**src/rtl/p2s_lane_tx_pkg.sv**
```systemverilog
// Shared definitions for the parallel-to-serial lane transmitter.
// Holds the default lane geometry (shared with s2p_cond), the default idle
// fill symbol and the bit-order encoding used by DIR.
package p2s_lane_tx_pkg;

    localparam int unsigned DEF_WIDTH = 8;
    localparam int unsigned DEF_LANES = 4;
    localparam logic [7:0]  DEF_IDLE_SYM = 8'hBC;

    typedef enum logic {
        DIR_MSB_FIRST = 1'b0,
        DIR_LSB_FIRST = 1'b1
    } dir_e;

endpackage

```
**src/rtl/p2s_shift_reg.sv**
```systemverilog
// One lane's WIDTH-bit serialiser: parallel load (optionally bit-reversed)
// or shift left with zero fill, gated by a clock enable.
// Ports: clk, rst (sync, active-high), en, load, rev, load_data, msb (lane bit).
module p2s_shift_reg
    import p2s_lane_tx_pkg::*;
#(
    parameter int unsigned WIDTH = DEF_WIDTH
) (
    input  logic             clk,
    input  logic             rst,
    input  logic             en,
    input  logic             load,
    input  logic             rev,
    input  logic [WIDTH-1:0] load_data,
    output logic             msb
);

    logic [WIDTH-1:0] sr_q;
    logic [WIDTH-1:0] load_val_c;

    // Reversing on load lets LSB-first lanes share the MSB-out shifter.
    always_comb begin
        load_val_c = load_data;
        if (rev) begin
            for (int unsigned i = 0; i < WIDTH; i++) begin
                load_val_c[i] = load_data[WIDTH-1-i];
            end
        end
    end

    always_ff @(posedge clk) begin
        if (rst) begin
            sr_q <= '0;
        end else if (en) begin
            if (load) begin
                sr_q <= load_val_c;
            end else begin
                sr_q <= {sr_q[WIDTH-2:0], 1'b0};
            end
        end
    end

    assign msb = sr_q[WIDTH-1];

endmodule

```
**src/rtl/p2s_lane_tx.sv**
```systemverilog
// Parallel-to-serial lane transmitter. Accepts LANES*WIDTH-bit words over
// valid/ready into a 1-entry buffer and stripes them one symbol per lane,
// all lanes framed by one shared bit counter. Idle symbols fill empty slots.
// Ports: CLK, RESET (sync, active-high), ENB (global enable), DIR (bit order,
// sampled at symbol load), IN_DATA/IN_VALID/IN_READY (input handshake,
// IN_READY combinational), OUT_LANE (one bit per lane), OUT_FRAME (first bit
// of symbol), OUT_IDLE (current symbol is idle fill).
module p2s_lane_tx
    import p2s_lane_tx_pkg::*;
#(
    parameter int unsigned     WIDTH    = DEF_WIDTH,
    parameter int unsigned     LANES    = DEF_LANES,
    parameter logic [WIDTH-1:0] IDLE_SYM = WIDTH'(DEF_IDLE_SYM)
) (
    input  logic                   CLK,
    input  logic                   RESET,
    input  logic                   ENB,
    input  logic                   DIR,
    input  logic [LANES*WIDTH-1:0] IN_DATA,
    input  logic                   IN_VALID,
    output logic                   IN_READY,
    output logic [LANES-1:0]       OUT_LANE,
    output logic                   OUT_FRAME,
    output logic                   OUT_IDLE
);

    localparam int unsigned CW = (WIDTH > 1) ? $clog2(WIDTH) : 1;

    logic [CW-1:0]          cnt_q;
    logic [LANES*WIDTH-1:0] buf_q;
    logic                   buf_full_q;
    logic                   load_c;
    logic                   fire_c;
    logic                   rev_c;

    assign load_c   = (cnt_q == CW'(WIDTH - 1));
    // A load edge drains the buffer, so it may refill on that same edge.
    assign IN_READY = ENB & ~RESET & (~buf_full_q | load_c);
    assign fire_c   = IN_VALID & IN_READY;
    assign rev_c    = (dir_e'(DIR) == DIR_LSB_FIRST);

    // Shared bit counter, holding buffer and output framing flags.
    always_ff @(posedge CLK) begin
        if (RESET) begin
            cnt_q      <= CW'(WIDTH - 1);
            buf_q      <= '0;
            buf_full_q <= 1'b0;
            OUT_IDLE   <= 1'b1;
            OUT_FRAME  <= 1'b0;
        end else if (ENB) begin
            cnt_q      <= load_c ? '0 : cnt_q + CW'(1);
            OUT_FRAME  <= load_c;
            buf_full_q <= (buf_full_q & ~load_c) | fire_c;
            if (load_c) begin
                OUT_IDLE <= ~buf_full_q;
            end
            if (fire_c) begin
                buf_q <= IN_DATA;
            end
        end
    end

    // One serialiser per lane; lane k carries slice k of the buffered word.
    for (genvar k = 0; k < LANES; k++) begin : g_lane
        logic [WIDTH-1:0] lane_data_c;

        assign lane_data_c = buf_full_q ? buf_q[WIDTH*k +: WIDTH] : IDLE_SYM;

        p2s_shift_reg #(
            .WIDTH(WIDTH)
        ) u_sr (
            .clk      (CLK),
            .rst      (RESET),
            .en       (ENB),
            .load     (load_c),
            .rev      (rev_c),
            .load_data(lane_data_c),
            .msb      (OUT_LANE[k])
        );
    end

endmodule

```
**config.mk**
```make
export PLATFORM = sky130hd
export DESIGN_NAME = p2s_lane_tx
export DESIGN_NICKNAME = d
export VERILOG_FILES = /design/src/rtl/p2s_lane_tx_pkg.sv /design/src/rtl/p2s_shift_reg.sv /design/src/rtl/p2s_lane_tx.sv
export SDC_FILE = /design/constraint.sdc
export NUM_CORES = 1
export LEC_CHECK = 0
export BUFFER_PORTS_ARGS = -buffer_cell sky130_fd_sc_hd__buf_2
export CORE_ASPECT_RATIO = 0.7
export CORE_MARGIN = 10
export CORE_UTILIZATION = 55
export DETAILED_ROUTE_END_ITERATION = 8
export PLACE_DENSITY = 0.79
export SYNTH_ARGS = -nofsm -noshare
export SYNTH_HDL_FRONTEND = slang
export SYNTH_SLANG_ARGS = --single-unit
```
**constraint.sdc**
```tcl
create_clock -name CLK -period 2.56 [get_ports CLK]
set_clock_uncertainty 0.15 [all_clocks]
set_input_delay 0.128 -clock CLK [delete_from_list [all_inputs] [get_ports CLK]]
set_output_delay 0.128 -clock CLK [all_outputs]
set_load 0.05 [all_outputs]
```
== Yosys cells after proc, flatten, opt, wreduce, memory -nomap -nowiden ==
Cells that the tools add are included.

* Muxes and demuxes: 13
* Add/subtract/negate cells: 1
* Reduce and logical (&&, ||, !) cells: 2
* Bitwise gates (word level): 9
* Eq/ne operators: 1

{| class="wikitable"
|+ Operators by type and width
! operator !! count
|-
| $mux W8 || 12
|-
| $and A1 B1 Y1 || 4
|-
| $reduce_and A2 Y1 || 2
|-
| $add A3 B1 Y3 const B || 1
|-
| $eq A3 B3 Y1 const B || 1
|-
| $mux W3 || 1
|-
| $not A1 Y1 || 3
|-
| $or A1 B1 Y1 || 2
|}

* Logic and storage cells: 35
* Flip-flop bits (word level): 70
* Output and inout port bits: 7
* Input bits: 37

== Depth between registers and ports, before layout ==
Gate-level depths: netlist of the first run.

* Word-level depth: 5
* Depth in mapped cells: 8
* Depth with buffers taken out: 5

== Cells and area by module ==
From an unflattened synthesis of the first run, not the netlist that was laid out.

* Cell total of the unflattened synthesis: 372
* Area total of the unflattened synthesis: 3950.0 sq um

{| class="wikitable"
|+ By module, submodules not included
! module !! cells an instance !! area each (sq um) !! sequential area each (sq um) !! times used
|-
| p2s_shift_reg || 43 || 501.7 || 160.2 || 4
|-
| p2s_lane_tx || 200 || 1943.1 || 760.7 || 1
|}

== Worst setup path before layout of the first run ==
No wires, ideal clock.

* Kind: register -> register
* Start: register cnt_q[0]
* End: register buf_q[0]
* Cell stages (with the launch flop): 9
* Clock period less this slack: 1916 ps
* Library setup time: 116 ps
* Data arrival time: 1651 ps
* Required time: 2294 ps
* Buffers on the path: 3
* Slack: 644 ps
* Cells stage by stage: dfxtp_1 ha_1 ha_1 nand2b_1 buf_2 and3_4 buf_6 buf_6 a31o_1

* Longest elaborated chain between the ends: 5

{| class="wikitable"
|+ Ends and longest elaborated chain
! what !! RTL line !! source
|-
| from (decl) || p2s_lane_tx.sv:29 || <nowiki>logic [CW-1:0] cnt_q;</nowiki>
|-
| from (signal assigned) || p2s_lane_tx.sv:45 || <nowiki>cnt_q <= CW'(WIDTH - 1);</nowiki>
|-
| from (signal assigned) || p2s_lane_tx.sv:51 || <nowiki>cnt_q <= load_c ? '0 : cnt_q + CW'(1);</nowiki>
|-
| $eq A3 B3 Y1 || p2s_lane_tx.sv:36 || <nowiki>assign load_c = (cnt_q == CW'(WIDTH - 1));</nowiki>
|-
| via g_lane[0].u_sr.load || p2s_shift_reg.sv:12 || <nowiki>input logic load,</nowiki>
|-
| $or A1 B1 Y1 || p2s_lane_tx.sv:38 || <nowiki>assign IN_READY = ENB & ~RESET & (~buf_full_q | load_c);</nowiki>
|-
| $and A1 B1 Y1 || p2s_lane_tx.sv:38 ||
|-
| via IN_READY || p2s_lane_tx.sv:21 || <nowiki>output logic IN_READY,</nowiki>
|-
| $and A1 B1 Y1 || p2s_lane_tx.sv:39 || <nowiki>assign fire_c = IN_VALID & IN_READY;</nowiki>
|-
| $reduce_and A2 Y1 (no source line) || - ||
|-
| to (signal assigned) || p2s_lane_tx.sv:46 || <nowiki>buf_q <= '0;</nowiki>
|-
| to (signal assigned) || p2s_lane_tx.sv:58 || <nowiki>buf_q <= IN_DATA;</nowiki>
|-
| to (decl) || p2s_lane_tx.sv:30 || <nowiki>logic [LANES*WIDTH-1:0] buf_q;</nowiki>
|}

The timed path passes the listed nets, and every way through them passes these cells.
A chain may end at the register's enable or synchronous reset.

== Worst setup path after layout of the first run ==
* Start: register cnt_q[0]
* End: output IN_READY

* Longest elaborated chain between the ends: 3

{| class="wikitable"
|+ Ends and longest elaborated chain
! what !! RTL line
|-
| $eq A3 B3 Y1 || p2s_lane_tx.sv:36
|-
| via g_lane[0].u_sr.load || p2s_shift_reg.sv:12
|-
| $or A1 B1 Y1 || p2s_lane_tx.sv:38
|-
| $and A1 B1 Y1 || p2s_lane_tx.sv:38
|-
| to (decl) || p2s_lane_tx.sv:21
|}

The timed path passes the listed nets, and every way through them passes these cells.

==> key figures, run 1 <==
Global routing
  • Largest net degree at the start of global routing: 58
  • Overflow after GRT: 0
  • Via count of the first global-routing pass: 2711
  • Initial antenna violation count: 0
  • GRT Resource Usage Total: 0.176
  • Global-route wire length before repair: 13900 microns

Pwr
  • Combinational Power Share: 0.166
  • Power density normalized to cell area: 617 nW/um^2
  • Static power due to leakage: 1.50 nW
  • Cell Int Power: 1.76 mW
  • Share of total power in sequential cells: 0.502
  • Switching Fraction: 0.273
  • Switching power: 0.661 mW
  • Sum of internal, switching and leakage power: 2.42 mW
  • Maximum vdd drop: 0.000381 V
  • Share of total power in the clock network: 0.332

STA
  • Minimum period implied by the final worst setup slack: 2.38 ns
  • Slew @ Worst Pin: 0.956 ns
  • Worst hold slack after final layout: 0.0503 ns
  • Upper clock frequency limit: 0.420 GHz
  • Worst slew margin relative to its limit: 0.362
  • Unrepaired setup endpoints after global routing: false
  • Final hold violation count: 0
  • Slew Viols, Final: 0
  • Final TNS setup: 0 ns
  • Final period util: 0.930
  • Setup violators final: 0
  • Fin worst setup slack: 0.179 ns

Clock network
  • TritonCTS clock tree: done
  • CTS root buf: sky130_fd_sc_hd__clkbuf_8
  • Number of resized instances in the post-cts repair step: 0
  • Insertion delay to the later sink of the worst-skew pair: 0.35 ns
  • Total CTS buffers: 9
  • Number of buffers added for setup after CTS: 0
  • Clock input transition at the sequential cells of the worst setup and hold paths: 0.07 ns
  • Clock tree buffer depth: 2
  • H-tree levels: 3
  • CTS Sinks: 70

Final layout
  • Area growth, synth to finish: 19.0%
  • Net count reported at finish: 428
  • Number of standard cells in the layout, taps in and fillers out: 467
  • Cell area after layout: 3920 sq um
  • Ant. Diodes: 0
  • Core Util, Final: 0.682
  • Filler Cells Inserted: 455
  • Storage element area: 1400 sq um
  • Combined area of the multi-input logic cells: 1490 sq um
  • Proportion of layout cells with a drive suffix above 1: 0.194

Yosys
  • Count of cell types in the netlist: 29
  • Average cell area after synthesis: 9.66 sq um
  • Number of cells produced by synthesis: 341
  • Total of flip-flops plus latches after synthesis: 70
  • Share of Yosys cell area claimed by the top area cell type: 0.425
  • Biggest area contributors in the synthesized netlist: sky130_fd_sc_hd__dfxtp_1 43%, sky130_fd_sc_hd__a311oi_1 8.5%, sky130_fd_sc_hd__a31o_1 7.7%
  • Cell area after synthesis: 3300 sq um
  • Area leader, netlist: sky130_fd_sc_hd__dfxtp_1
  • Mapped Nets: 380
  • Warnings from Yosys: 0
  • Sequential share of the synthesized area: 0.425

Setup path
  • Data arrival time at the worst-slack endpoint: 2.10 ns
  • R2R setup slack: 0.41 ns
  • Crit path max fanout: 33
  • Terminus of the critical flop-to-flop path: g_lane[1].u_sr.sr_q[6]$_SDFFE_PP0P_
  • Worst EP required: 2.28 ns
  • Number of cells on the worst reg-to-reg path: 5
  • Launch point of the worst path: cnt_q[0]$_SDFFE_PP1P_
  • Type of destination of the critical path: output port
  • Setup crit start kind: flip-flop
  • Worst reg2reg startpoint: cnt_q[0]$_SDFFE_PP1P_
  • Setup CP Type: reg -> out

Hold path
  • Hold path startpoint: ENB
  • Hold path endpoint: cnt_q[2]$_SDFFE_PP1P_
  • Min-delay worst type: in -> reg
  • Hold path cells: 3

Job
  • Max Cap Viol: 0

Drt
  • Wire length after detailed routing: 8370 microns
  • Final routed wire length divided by cell count: 17.9 microns
  • Vias after detailed routing: 2870
  • Number of design rule violations left after detail routing: 0
  • Antenna-violating nets left: 0
  • Number of detailed-route iterations in the first pass: 6
  • Violation count after the first detailed-routing iteration: 352
  • Via density per instance: 6.15

Run status
  • Status: completed

Placed design
  • Worst slack at placement: 0.474 ns
  • IO buf count: 43
  • Final weighted congestion in routability-driven placement: 0.808
  • Cell count after placement: 420
  • Instance area at placement: 3420 sq um
  • Detailed Place HPWL: 5040 microns

Die
  • Die Height: 84.8 microns
  • Placeable Area: 5760 sq um
  • Num ports: 44
  • Horizontal die dimension: 113 microns
  • Die footprint: 9540 sq um
  • Starting utilization of the core area: 0.573
  • Placement row count: 23
==> worst max-delay path, cell delays in order, from the launching register on <==
cell                       delay (ns)
sky130_fd_sc_hd__dfxtp_1         0.35
sky130_fd_sc_hd__ha_1            0.16
sky130_fd_sc_hd__ha_1            0.25
sky130_fd_sc_hd__nand2b_1        0.16
sky130_fd_sc_hd__and3_4          0.46
sky130_fd_sc_hd__buf_2           0.35
==> cell type report <==
cell class	instances	area share
multi-input cells	186	0.381
repair buffers	84	0.158
clock inverters	1	0.00128
well taps	75	0.0239
inverters	38	0.0364
flip-flops and latches	70	0.357
clock buffers	13	0.0431
==> metal layers <==
metal  routed length [microns]  share of wire  track usage
met2                      3750           0.45        0.253
met5                         0              0            0
met4                        70         0.0084       0.0483
met1                      3850           0.46        0.239
met3                       703          0.084       0.0640
==> Yosys cell counts, drive strengths merged <==
cell / count
a211oi: 16
a21oi: 3
a221oi: 4
a222oi: 8
a22oi: 5
a311o: 4
a311oi: 32
a31o: 32
and3: 6
buf: 31
clkbuf: 16
dfxtp: 70
ha: 2
inv: 38
mux2: 8
mux2i: 18
nand2: 8
nand2b: 6
nand3b: 1
nor2: 9
nor2b: 2
o21ai: 2
o22ai: 16
o32ai: 4
==> flip-flops by register name (all words and copies together) (netlist names) <==
name / flops
OUT_FRAME: 1
OUT_IDLE: 1
buf_full_q: 1
buf_q: 32
cnt_q: 3
g_lane.u_sr.sr_q: 32
==> kinds of logic after synthesis <==
group	count (synthesis)	share of synthesized area
multiplexers	26	0.0820
buffers and inverters	85	0.122
AO/OA/AOI/OAI	126	0.314
adder cells (fa/ha/maj)	2	0.00759
AND/OR/NAND/NOR	32	0.0497
flip-flops	70	0.425
==> layout by cell type (no fill, tap or decap), types with 5 or more instances in the layout <==
cell / netlist / final
sky130_fd_sc_hd__dfxtp_1: 70 / 70
sky130_fd_sc_hd__a31o_1: 29 / 29
sky130_fd_sc_hd__o22ai_1: 16 / 16
sky130_fd_sc_hd__nand2b_1: 6 / 6
sky130_fd_sc_hd__mux2i_1: 18 / 18
sky130_fd_sc_hd__clkbuf_8: 0 / 12
sky130_fd_sc_hd__a22oi_1: 5 / 5
sky130_fd_sc_hd__nand2_1: 8 / 8
sky130_fd_sc_hd__nor2_1: 9 / 9
sky130_fd_sc_hd__buf_2: 18 / 43
sky130_fd_sc_hd__buf_4: 6 / 7
sky130_fd_sc_hd__and3_1: 5 / 5
sky130_fd_sc_hd__dlygate4sd3_1: 0 / 33
sky130_fd_sc_hd__inv_1: 38 / 38
sky130_fd_sc_hd__mux2_2: 8 / 8
sky130_fd_sc_hd__a311oi_1: 32 / 32
sky130_fd_sc_hd__a222oi_1: 8 / 8
sky130_fd_sc_hd__a211oi_1: 16 / 16
==> worst max path at each step <==
stage,to,slack (ns),cells after the start
floorplan,buf_q[0]$_SDFFE_PP0P_,0.64,8
global placement,g_lane[1].u_sr.sr_q[6]$_SDFFE_PP0P_,0.58,5
detailed placement,g_lane[3].u_sr.sr_q[1]$_SDFFE_PP0P_,0.47,5
CTS,IN_READY,0.18,5
global route,IN_READY,0.01,5
finish,IN_READY,0.18,5
==> repair_timing <==
| item | CTS | global route |
|---|---|---|
| endpoints found under the setup margin | 0 | 0 |
| hold endpoints to repair | 38 | 0 |
| hold buffers | 33 | 0 |
==> power by group through the flow <==
| stage | Clock (mW) | Sequential (mW) | Combinational [mW] |
|---|---|---|---|
| after floorplan | 0 | 1.23 | 0.284 |
| after global placement | 0 | 1.24 | 0.346 |
| after detailed placement | 0 | 1.24 | 0.355 |
| after CTS | 0.811 | 1.21 | 0.395 |
| after global routing | 0.861 | 1.22 | 0.441 |
| final | 0.804 | 1.21 | 0.403 |
Power figures use the tool's default switching activity.
==> run 2: changes to the inputs <==
- ABC_AREA: not set -> 1
- PLACE_DENSITY: 0.79 -> 0.78
==> run 2 against run 1 <==
Against the previous run: cell area is 14% higher; sequential cell count is the same; total power up 1.8%; sequential power about the same; die area rose by 13%; critical path depth increased by 2; first-iteration DRC count rose by 40%; global-route usage increased by 0.67 points; utilization is 2.0 points lower; critical path type unchanged; critical endpoint unchanged; largest cell class unchanged.
==> key figures, run 2 <==
Setup path
  • Slowest library cell on the worst path: sky130_fd_sc_hd__dfxtp_1
  • Data arrival time at the worst-slack endpoint: 1.91 ns
  • Crit path buf inv count: 3
  • Setup crit start kind: flip-flop
  • Maximum single-stage delay on the critical path: 0.36 ns
  • Cell class contributing the biggest share of worst-path delay: buffers and inverters
  • List of cells traversed by the critical path: ha_1 > ha_1 > inv_1 > nand2_1 > buf_4 > and2_1 > buf_2
  • Setup CP Type: reg -> out
  • Worst EP required: 2.28 ns
  • Most numerous cell on the critical path: sky130_fd_sc_hd__ha_1
  • Type of destination of the critical path: output port
  • Crit path max fanout: 21

Clock network
  • Clock tree buffer depth: 2
  • CTS Sinks: 70
  • Number of buffers added for setup after CTS: 0
  • H-tree levels: 3
  • Insertion delay to the later sink of the worst-skew pair: 0.34 ns
  • TritonCTS clock tree: done
  • Clock input transition at the sequential cells of the worst setup and hold paths: 0.07 ns
  • Total CTS buffers: 9
  • CTS root buf: sky130_fd_sc_hd__clkbuf_8
  • Number of resized instances in the post-cts repair step: 0

Yosys
  • Most numerous cell in the Yosys netlist: sky130_fd_sc_hd__nand2_1
  • Mapped Nets: 665
  • Average cell area after synthesis: 6.11 sq um
  • Sequential share of the synthesized area: 0.366
  • Count of cell types in the netlist: 19
  • Cell area after synthesis: 3820 sq um
  • Biggest area contributors in the synthesized netlist: sky130_fd_sc_hd__dfxtp_1 37%, sky130_fd_sc_hd__nand2_1 16%, sky130_fd_sc_hd__nand3_1 13%
  • Area leader, netlist: sky130_fd_sc_hd__dfxtp_1
  • Async SR Flop Fraction: 0
  • Commonest cells in the synthesized netlist: 168 x sky130_fd_sc_hd__nand2_1, 126 x sky130_fd_sc_hd__inv_1, 103 x sky130_fd_sc_hd__nand3_1
  • Share of Yosys cell area claimed by the top area cell type: 0.366
  • Total of flip-flops plus latches after synthesis: 70
  • Count of flip-flops with a built-in enable after synthesis: 0
  • Number of cells produced by synthesis: 626
  • Leading register cell type out of synthesis: sky130_fd_sc_hd__dfxtp_1
  • Warnings from Yosys: 0

Drt
  • Number of detailed-route iterations in the first pass: 5
  • Number of design rule violations left after detail routing: 0
  • Violation count after the first detailed-routing iteration: 494
  • Final routed wire length divided by cell count: 12.7 microns
  • Via density per instance: 5.04
  • Wire length after detailed routing: 9770 microns
  • Vias after detailed routing: 3875
  • Antenna-violating nets left: 0

STA
  • Final hold violation count: 0
  • Final period util: 0.856
  • Worst slew margin relative to its limit: 0.373
  • Setup violators final: 0
  • Final TNS setup: 0 ns
  • Upper clock frequency limit: 0.456 GHz
  • Slew Viols, Final: 0
  • Fin worst setup slack: 0.367 ns
  • Minimum period implied by the final worst setup slack: 2.19 ns
  • Slew @ Worst Pin: 0.939 ns
  • Unrepaired setup endpoints after global routing: false

Pwr
  • Share of total power in the clock network: 0.307
  • Power density normalized to cell area: 551 nW/um^2
  • Static power due to leakage: 2.23 nW
  • Switching Fraction: 0.305
  • Share of total power in sequential cells: 0.486
  • Sum of internal, switching and leakage power: 2.47 mW
  • Cell Int Power: 1.71 mW
  • Switching power: 0.753 mW
  • Maximum vdd drop: 0.000242 V
  • Combinational Power Share: 0.207

Die
  • Starting utilization of the core area: 0.566
  • Die footprint: 10700 sq um
  • Placement row count: 25
  • Horizontal die dimension: 120 microns
  • Placeable Area: 6760 sq um
  • Die Height: 89.8 microns
  • Num ports: 44

Run status
  • Status: completed

Global routing
  • Overflow after GRT: 0
  • Global-route wire length before repair: 16500 microns
  • GRT Resource Usage Total: 0.182
  • Initial antenna violation count: 0
  • Largest net degree at the start of global routing: 38
  • Via count of the first global-routing pass: 3422

Placed design
  • Final weighted congestion in routability-driven placement: 0.865
  • Instance area at placement: 4020 sq um
  • IO buf count: 43
  • Detailed Place HPWL: 6220 microns
  • Worst slack at placement: 0.561 ns

Final layout
  • Core Util, Final: 0.662
  • Cell area after layout: 4470 sq um
  • Net count reported at finish: 711
  • Area growth, synth to finish: 16.9%
  • Proportion of layout cells with a drive suffix above 1: 0.105
  • Registers with the most flip-flops: buf_q x32, g_lane.u_sr.sr_q x32, cnt_q x3
  • Commonest cells after routing, fill and taps aside: 168 x sky130_fd_sc_hd__nand2_1, 126 x sky130_fd_sc_hd__inv_1, 103 x sky130_fd_sc_hd__nand3_1
  • Most frequent standard cell in the layout excluding fill and tap cells: sky130_fd_sc_hd__nand2_1
  • Ant. Diodes: 0

Hold path
  • Min-delay worst type: in -> reg

Job
  • Max Cap Viol: 0
[run 2: changes by cell type in the layout (fill, tap and decap cells not counted), sizes merged, moves of 18 or more]
cell	before	now
mux2i	18	0
nand4	0	32
a21oi	3	35
nand3	0	104
nand2	8	168
a311oi	32	0
inv	38	128
nor2	9	33
a31o	32	0
[run 2: worst register-to-register path, stage by stage (launching register included)]
cell,delay [ns]
sky130_fd_sc_hd__dfxtp_1,0.36
sky130_fd_sc_hd__ha_1,0.17
sky130_fd_sc_hd__ha_1,0.19
sky130_fd_sc_hd__inv_1,0.07
sky130_fd_sc_hd__nand2_1,0.11
sky130_fd_sc_hd__nand3_2,0.51
sky130_fd_sc_hd__nand2_1,0.21
sky130_fd_sc_hd__inv_1,0.05
sky130_fd_sc_hd__nor2_1,0.12
[run 2: power by group through the flow]
stage	Clock, mW	Combinational [mW]	Sequential [mW]
finish	0.757	0.511	1.20
global route	0.817	0.576	1.21
CTS	0.764	0.503	1.20
detailed placement	0	0.466	1.22
global placement	0	0.451	1.22
floorplan	0	0.355	1.22
[run 2: timing repair]
action                     CTS  global route
hold endpoints to repair    30             0
setup endpoints to repair    0             0
hold buffers                30             0
[run 2: area by class of cell]
class / count / area (sq um)
clock buffers: 12 / 145
clock inverters: 2 / 10.0
fillers: 584 / 2290
inverters: 129 / 484
multi-input cells: 377 / 1710
flip-flops and latches: 70 / 1400
well taps: 94 / 118
repair buffers: 85 / 606
[run 2: metrics by stage]
step	std cells	hold WS (ns)
after global placement	725	0.295
after global routing	769	0.0330
after floorplan	626	0.207
final	769	0.00446
after CTS	769	0.00367
after detailed placement	725	0.301
[run 2: cells by family after synthesis]
logic type               synth area share
flip-flops                          0.366
AND/OR/NAND/NOR                     0.391
AO/OA/AOI/OAI                      0.0491
adder cells (fa/ha/maj)           0.00654
buffers and inverters               0.187
[run 2: final timing paths]
path / to / start / slack (ns) / cells past startpoint
worst max register to register: buf_q[8]$_SDFFE_PP0P_ / cnt_q[0]$_SDFFE_PP1P_ / 0.55 / 8
worst min-delay path: buf_q[17]$_SDFFE_PP0P_ / IN_DATA[17] / 0.004 / 5
worst min register to register: cnt_q[1]$_SDFFE_PP1P_ / cnt_q[1]$_SDFFE_PP1P_ / 0.31 / 2
worst max-delay path: IN_READY / cnt_q[0]$_SDFFE_PP1P_ / 0.37 / 7
[run 2: metal layers]
metal / GRT usage / routed length (microns) / vias up
li1: - / - / 2006
met3: 0.0531 / 833 / 10
met5: 0 / 0 / -
met1: 0.253 / 4700 / 1698
met4: 0.0431 / 82 / 0
met2: 0.269 / 4150 / 161
==> run 3: changes to the inputs <==
- ABC_AREA: 1 -> 0
- CAP_MARGIN: not set -> 20
- CORE_MARGIN: 10 -> 1
- PLACE_DENSITY: 0.78 -> 0.79
==> run 3 against run 2 <==
Against the previous run: non-clock buffer count decreased by 2; register-to-register slack got worse by 0.20 ns; critical endpoint unchanged; combinational power is 20% lower; worst hold slack gained 0.080 ns; sequential power hardly changed; clock-buffer cell count grew 3; clock power rose by 12%; fmax fell by 7.1%; global-route usage up 10 points; via count shrank 24%; worst setup slack lost 0.17 ns.
==> key figures, run 3 (synthesis gave the netlist of run 1 again) <==
STA
  • Unrepaired setup endpoints after global routing: false
  • Slew @ Worst Pin: 0.970 ns
  • Setup violators final: 0
  • Final hold violation count: 0
  • Upper clock frequency limit: 0.424 GHz
  • Slew Viols, Final: 0
  • Final period util: 0.922
  • Final TNS setup: 0 ns
  • Worst hold slack after final layout: 0.0840 ns
  • Minimum period implied by the final worst setup slack: 2.36 ns
  • Worst slew margin relative to its limit: 0.353

Drt
  • Wire length after detailed routing: 8430 microns
  • Number of design rule violations left after detail routing: 0
  • Violation count after the first detailed-routing iteration: 360
  • Antenna-violating nets left: 0
  • Vias after detailed routing: 2932
  • Via density per instance: 6.28
  • Number of detailed-route iterations in the first pass: 6
  • Final routed wire length divided by cell count: 18.0 microns

Global routing
  • Via count of the first global-routing pass: 2691
  • GRT Resource Usage Total: 0.285
  • Initial antenna violation count: 0
  • Global-route wire length before repair: 13400 microns
  • Largest net degree at the start of global routing: 51
  • Overflow after GRT: 0

Final layout
  • Most frequent standard cell in the layout excluding fill and tap cells: sky130_fd_sc_hd__dfxtp_1
  • Ant. Diodes: 0
  • Proportion of layout cells with a drive suffix above 1: 0.191
  • Registers with the most flip-flops: buf_q x32, g_lane.u_sr.sr_q x32, cnt_q x3
  • Core Util, Final: 0.685
  • Net count reported at finish: 427
  • Commonest cells after routing, fill and taps aside: 70 x sky130_fd_sc_hd__dfxtp_1, 43 x sky130_fd_sc_hd__buf_2, 38 x sky130_fd_sc_hd__inv_1
  • Area growth, synth to finish: 19.6%

Clock network
  • Clock tree buffer depth: 2
  • CTS Sinks: 70
  • H-tree levels: 3
  • Insertion delay to the later sink of the worst-skew pair: 0.35 ns
  • Number of buffers added for setup after CTS: 0
  • Clock input transition at the sequential cells of the worst setup and hold paths: 0.07 ns
  • TritonCTS clock tree: done
  • Total CTS buffers: 9
  • Hold buffers post-CTS: 33
  • Number of resized instances in the post-cts repair step: 0
  • CTS root buf: sky130_fd_sc_hd__clkbuf_8

Setup path
  • Data arrival time at the worst-slack endpoint: 2.08 ns
  • Slowest library cell on the worst path: sky130_fd_sc_hd__and3_4
  • List of cells traversed by the critical path: ha_1 > ha_1 > nand2b_1 > and3_4 > buf_2
  • Setup CP Type: reg -> out
  • Crit path max fanout: 33
  • Number of cells on the worst reg-to-reg path: 5
  • Worst reg2reg startpoint: cnt_q[0]$_SDFFE_PP1P_
  • Maximum single-stage delay on the critical path: 0.45 ns
  • Terminus of the critical flop-to-flop path: g_lane[2].u_sr.sr_q[6]$_SDFFE_PP0P_
  • Type of destination of the critical path: output port
  • Setup crit start kind: flip-flop
  • R2R setup slack: 0.35 ns
  • Most numerous cell on the critical path: sky130_fd_sc_hd__ha_1
  • Worst EP required: 2.28 ns

Hold path
  • Hold path endpoint: OUT_FRAME$_SDFFE_PP0P_
  • Min-delay worst type: in -> reg
  • Hold path startpoint: ENB
  • Hold path cells: 3

Die
  • Die footprint: 6310 sq um
  • Starting utilization of the core area: 0.573
  • Die Height: 66.8 microns
  • Horizontal die dimension: 94.5 microns
  • Placeable Area: 5760 sq um
  • Num ports: 44
  • Placement row count: 23

Pwr
  • Maximum vdd drop: 0.000375 V
  • Power density normalized to cell area: 628 nW/um^2
  • Static power due to leakage: 1.50 nW
  • Sum of internal, switching and leakage power: 2.47 mW

Placed design
  • Final weighted congestion in routability-driven placement: 0.770
  • Detailed Place HPWL: 4900 microns
  • IO buf count: 43

Run status
  • Status: completed

Job
  • Max Cap Viol: 0
## run 3: worst max-delay path: cells and delay by family (launching register included)
family                     cells  cell delay, ns
buffers and inverters          1            0.34
DFF                            1            0.36
and+or+nand+nor                2            0.61
adders and majority gates      2            0.40
## run 3: layout make-up
cell class | instances | area [sq um]
timing repair buffer | 83 | 623
fill | 457 | 1820
sequential | 70 | 1400
inverter | 38 | 143
multi-input combinational | 186 | 1490
clock buffer | 15 | 186
tap | 75 | 93.8
## run 3: layer usage
metal / routed length (microns) / global-route usage / up-vias
met3: 599 / 0.0959 / 11
met4: 80 / 0.0758 / 0
li1: - / - / 1392
met2: 3800 / 0.426 / 131
met1: 3950 / 0.392 / 1398
met5: 0 / 0 / -
## run 3: power breakdown
group          internal [mW]  switching, mW
clock                  0.454          0.394
combinational          0.178          0.232
sequential              1.17         0.0505
total                   1.80          0.676
## run 3: how the worst max path moves through the flow
stage                                startpoint                             endpoint  slack, ns
after CTS                 cnt_q[0]$_SDFFE_PP1P_                             IN_READY       0.20
after global placement    cnt_q[0]$_SDFFE_PP1P_  g_lane[1].u_sr.sr_q[6]$_SDFFE_PP0P_       0.58
final                     cnt_q[0]$_SDFFE_PP1P_                             IN_READY       0.20
after global routing      cnt_q[0]$_SDFFE_PP1P_                             IN_READY       0.08
after floorplan           cnt_q[0]$_SDFFE_PP1P_                buf_q[0]$_SDFFE_PP0P_       0.64
after detailed placement  cnt_q[0]$_SDFFE_PP1P_  g_lane[3].u_sr.sr_q[1]$_SDFFE_PP0P_       0.42
## run 3: metrics by stage
| step | setup slack (ns) | cells | area [sq um] |
|---|---|---|---|
| after global routing | 0.0827 | 467 | 3940 |
| after detailed placement | 0.415 | 419 | 3420 |
| after global placement | 0.576 | 419 | 3420 |
| final | 0.201 | 467 | 3940 |
| after floorplan | 0.644 | 341 | 3300 |
| after CTS | 0.196 | 467 | 3940 |
